[src/rtl/case_frame_packer.sv]
// case_frame_packer: gathers ex_case bursts into a store-and-forward FIFO.
// A burst becomes a frame after GAP idle cycles, and only closed frames are
// replayed downstream on a valid/ready byte stream with an end-of-frame flag.
module case_frame_packer #(
    parameter int DEPTH = 16,
    parameter int GAP   = 4
) (
    input  logic                     sclk,
    input  logic                     rst,
    input  logic                     i_dv,
    input  logic [7:0]               i_data,
    output logic                     o_valid,
    input  logic                     o_ready,
    output logic [7:0]               o_data,
    output logic                     o_last,
    output logic                     o_ovf,
    output logic [$clog2(DEPTH):0]   o_frames
);

    localparam int AW = $clog2(DEPTH);
    localparam int CW = AW + 1;
    localparam logic [CW-1:0] FULL     = CW'(DEPTH);
    localparam logic [AW-1:0] PTR_ONE  = AW'(1);
    localparam logic [CW-1:0] CNT_ONE  = CW'(1);
    localparam logic [7:0]    IDLE_END = 8'(GAP - 1);

    // Each entry: bit 8 = last-of-frame flag, bits 7:0 = data byte.
    logic [8:0]    mem [DEPTH];
    logic [AW-1:0] wr_ptr;
    logic [AW-1:0] rd_ptr;
    logic [CW-1:0] count;
    logic [CW-1:0] closed;
    logic [7:0]    idle;
    logic          open;
    logic          ovf;

    logic          push;
    logic          drop;
    logic          close;
    logic          pop;

    // Only closed frames are visible, so an open frame can never be drained.
    assign o_valid  = (closed != '0);
    assign o_data   = mem[rd_ptr][7:0];
    assign o_last   = mem[rd_ptr][8];
    assign o_ovf    = ovf;
    assign o_frames = closed;

    // Per-cycle events, all decided from pre-edge state.
    always_comb begin
        push  = 1'b0;
        drop  = 1'b0;
        close = 1'b0;
        pop   = 1'b0;
        if (i_dv) begin
            push = (count != FULL);
            drop = (count == FULL);
        end
        close = open && !i_dv && (idle == IDLE_END);
        pop   = o_valid && o_ready;
    end

    // Pointers, occupancy, closed-frame count and sticky overflow.
    always_ff @(posedge sclk or posedge rst) begin
        if (rst) begin
            wr_ptr <= '0;
            rd_ptr <= '0;
            count  <= '0;
            closed <= '0;
            ovf    <= 1'b0;
        end else begin
            if (push) wr_ptr <= wr_ptr + PTR_ONE;
            if (pop)  rd_ptr <= rd_ptr + PTR_ONE;
            case ({push, pop})
                2'b10:   count <= count + CNT_ONE;
                2'b01:   count <= count - CNT_ONE;
                default: count <= count;
            endcase
            // A close and a pop of some frame's last byte cancel out.
            case ({close, pop && o_last})
                2'b10:   closed <= closed + CNT_ONE;
                2'b01:   closed <= closed - CNT_ONE;
                default: closed <= closed;
            endcase
            if (drop) ovf <= 1'b1;
        end
    end

    // Frame-open flag and idle-gap counter; dropped bytes still restart the gap.
    always_ff @(posedge sclk or posedge rst) begin
        if (rst) begin
            open <= 1'b0;
            idle <= '0;
        end else if (i_dv) begin
            idle <= '0;
            if (push) open <= 1'b1;
        end else if (close) begin
            open <= 1'b0;
            idle <= '0;
        end else if (open) begin
            idle <= idle + 8'd1;
        end
    end

    // Storage: bytes are written unflagged; closing flags the newest byte.
    always_ff @(posedge sclk or posedge rst) begin
        if (rst) begin
            for (int i = 0; i < DEPTH; i++) mem[i] <= 9'd0;
        end else begin
            if (push)  mem[wr_ptr] <= {1'b0, i_data};
            if (close) mem[wr_ptr - PTR_ONE][8] <= 1'b1;
        end
    end

endmodule

[config.mk]
export PLATFORM = sky130hd
export DESIGN_NAME = case_frame_packer
export DESIGN_NICKNAME = d
export VERILOG_FILES = /design/src/rtl/case_frame_packer.sv
export SDC_FILE = /design/constraint.sdc
export NUM_CORES = 1
export LEC_CHECK = 0
export BUFFER_PORTS_ARGS = -buffer_cell sky130_fd_sc_hd__buf_2
export CAP_MARGIN = 20
export CORE_MARGIN = 1.5
export CORE_UTILIZATION = 35
export CTS_BUF_LIST = sky130_fd_sc_hd__clkbuf_4 sky130_fd_sc_hd__clkbuf_8 sky130_fd_sc_hd__clkbuf_16
export CTS_CLUSTER_DIAMETER = 30
export DETAILED_ROUTE_END_ITERATION = 8
export GPL_ROUTABILITY_DRIVEN = 0
export MAX_ROUTING_LAYER = met4
export PLACE_DENSITY = 0.54
export SYNTH_ARGS = -nofsm -noshare
export SYNTH_HDL_FRONTEND = slang
export SYNTH_SLANG_ARGS = --single-unit
[constraint.sdc]
create_clock -name sclk -period 8.3 [get_ports sclk]
set_clock_uncertainty 0.1 [all_clocks]
set_input_delay 1.66 -clock sclk [delete_from_list [all_inputs] [get_ports sclk]]
set_output_delay 1.66 -clock sclk [all_outputs]
set_load 0.01 [all_outputs]
==> impl_results.md <==
- Fillers: between 2,000 and 2,500
- Rel. slew slack: a little over two fifths
- Routed WL: approximately 19,000 um
- Max IR drop VDD: 0.164 mV
- Setup violations, final: 0
- Final hold vios: 0
- Largest net degree at the start of global routing: 91
- CP required: 6.54 ns
- Vias per std cell: 5.26
- Synthesis Warnings: 0
- Critical Path Start Type: flip-flop
- Post-route DRC: 0
- MaxCap Viol Count: 0
- Leakage: slightly above 4 nW
- R2R Path End: o_frames[4]$_DFFE_PP0P_
- #FFs+latches synth: ~170
- Max Buffers Root-to-Sink: 2
- First-pass detailed-route iteration total: 4
- Reg2Reg Setup Slack: between 4 and 5 ns
- Area grow syn2layout: 11.7%
- Chip height: about 160 um
- Commonest non-fill, non-tap cell in the layout: dfrtp_1
- Post-Syn Instances: around 600
- Clock-pin slew on the worst setup and hold paths: ~0.06 ns
- Insertion delay to the later sink of the worst-skew pair: between 0.4 and 0.5 ns
- Hold Path Class: flip-flop to flip-flop
- Slew @ Worst Pin: 0.873 ns
- WS Path Type: flip-flop to primary output
- Avg Cell Area, Syn: roughly 14 um^2
- Die width: between 150 and 200 um
- Crit share post-route: roughly 54%
- Dpl hpwl: roughly 12,000 um
- Remaining antenna violation count: 0
- Pre-CTS WS: between 3 and 4 ns
- Unrepaired setup endpoints after global routing: no
- CTS resizes: 0
- Port Buf Inserts: 27
- Worst r2r src: idle[0]$_DFFE_PP0P_
- Setup TNS: 0 ns
- Via count: 4,954
- IO Count: 28
- Root Driver: clkbuf_16
- Share of layout cells above drive strength 1: 40.4%
- R2R depth: 10
- CTS H-Tree Depth: 4
- DIE AREA: 25,000 um^2
- Total global routing overflow: 0
- CTS tree: yes
- Number of flops mapped to enable cells by yosys: 0
- Max-slew violation count: 0
- Status: finished, final reports clean
- Number of distinct library cells after synthesis: 55
- WL/cell: about 20 um
- Final Core Density: 39.9%
- Core ar.: 23,500 um^2
- Top_reg_cell synth: dfrtp_1
- Fin crit period: between 4 and 5 ns
- Crit path capture: o_data[5]
- Highest-count cells in the layout ignoring fill and taps: 170 x dfrtp_1, 98 x mux2_2, 36 x mux4_2
- Sequential fraction of the synthesis area: approximately half
- Hold buffer count at cts: 0
- Post-Syn Area: 8420 um^2
- Nets: ~640
- Initial antenna violation count: 1
- Starting Density: a little over a third
- PD cells: approximately 400 nW/um^2
- GRT Resource Usage Total: between 10% and 20%
- Post-synthesis net count: 623
- Setup crit end kind: primary output
- Max frequency: approximately 220 MHz
- First-pass GRT wire length: between 30,000 and 40,000 um
- WP data arrival: 2.69 ns
- PnR worst setup slack: between 3 and 4 ns
- Rows: 56
- CTS Buf Count: 17
- Vias in the first global route: 5,333
- WHS: 0.363 ns
- Post-CTS setup buffers: 0
- CTS Sinks: 172
- CP Launch Point: rd_ptr[0]$_DFFE_PP0P_
- CP max FO: 32
- Drt first-iter violations: roughly 280
- Fraction of registers with async set or reset after synthesis: 100%
- Hold path start: o_ovf$_DFFE_PP0P_
-- how the worst min path moves through the flow --
| stage | endpoint | depth (start not counted) |
|---|---|---|
| 3_3_place_gp | o_ovf$_DFFE_PP0P_ | 1 |
| 2_1_floorplan | mem[107]$_DFF_PP0_ | 2 |
| 6_report | o_ovf$_DFFE_PP0P_ | 1 |
| 5_1_grt | o_ovf$_DFFE_PP0P_ | 1 |
| 3_5_place_dp | o_ovf$_DFFE_PP0P_ | 1 |
| 4_1_cts | o_ovf$_DFFE_PP0P_ | 1 |
-- cell families after synthesis --
| kind of cell | after synthesis | synth area share (%) |
|---|---|---|
| AND/OR/NAND/NOR | 90 | 6.28 |
| multiplexers | 168 | 28.7 |
| XOR/XNOR | 14 | 1.46 |
| buffers and inverters | 57 | 3.15 |
| flip-flops | 172 | 51.1 |
| AO/OA/AOI/OAI | 78 | 6.77 |
| adder cells (fa/ha/maj) | 16 | 2.56 |
-- where the power goes --
part | internal (mW) | switching (mW)
combinational | 0.820 | 0.685
clock | 0.436 | 0.353
sequential | 1.22 | 0.248
-- Yosys cell counts, types with 3 or more instances --
master | number | area share, %
a22oi_1 | 16 | 1.4
and2_1 | 3 | 0.22
ha_1 | 14 | 2.1
nand3_2 | 8 | 0.95
mux2_4 | 32 | 5.7
o2bb2ai_1 | 5 | 0.52
xor2_1 | 6 | 0.62
buf_2 | 4 | 0.24
nand2_1 | 34 | 1.5
a21o_1 | 5 | 0.45
o21a_1 | 3 | 0.27
nand4_1 | 3 | 0.22
buf_6 | 6 | 0.80
o311ai_0 | 3 | 0.31
xnor2_1 | 8 | 0.83
inv_1 | 20 | 0.89
buf_1 | 3 | 0.13
a211oi_1 | 3 | 0.27
nor3_1 | 4 | 0.24
o22ai_1 | 4 | 0.30
nor2b_1 | 7 | 0.52
a32o_1 | 4 | 0.48
o21ai_0 | 14 | 0.83
clkbuf_1 | 23 | 1.0
or3_1 | 4 | 0.30
a21oi_1 | 5 | 0.30
and3_4 | 3 | 0.40
nor2_1 | 8 | 0.36
dfrtp_1 | 172 | 51
mux4_2 | 36 | 9.6
mux2_2 | 98 | 13
a31oi_1 | 5 | 0.37
and3_1 | 4 | 0.30
-- area by class of cell --
cell class | instances | area, um^2 | area share (%)
Clock buffer | 20 | 454 | 4.83
Sequential cell | 172 | 4310 | 45.8
Multi-Input combinational cell | 366 | 3850 | 41.0
Inverter | 20 | 80.1 | 0.852
Tap cell | 319 | 399 | 4.24
Clock inverter | 12 | 124 | 1.32
Antenna cell | 1 | 2.50 | 0.0266
Timing Repair Buffer | 31 | 185 | 1.97
-- worst max-delay path: stages, from the launching register on --
cell and delay (ns):
dfrtp_2 0.44, buf_4 0.57, mux4_2 0.59, a22oi_1 0.38, nand2_1 0.10, buf_2 0.16
-- through the flow --
stage | power [mW] | instance area [um^2] | std cells
floorplan | 2.60 | 8420 | 595
finish | 3.76 | 9400 | 941
global placement | 2.92 | 8800 | 907
global route | 4.01 | 9400 | 941
detailed placement | 3.00 | 8800 | 907
CTS | 3.80 | 9370 | 939
-- routing by layer --
metal,share of wire [%],vias to the layer above,track usage (%)
li1,-,2228,-
met1,46,2649,20.9
met2,49,60,26.5
met3,3.3,17,3.39
met4,1.5,0,5.70
met5,0,-,-
No activity file was read; power rests on OpenSTA's default activity.
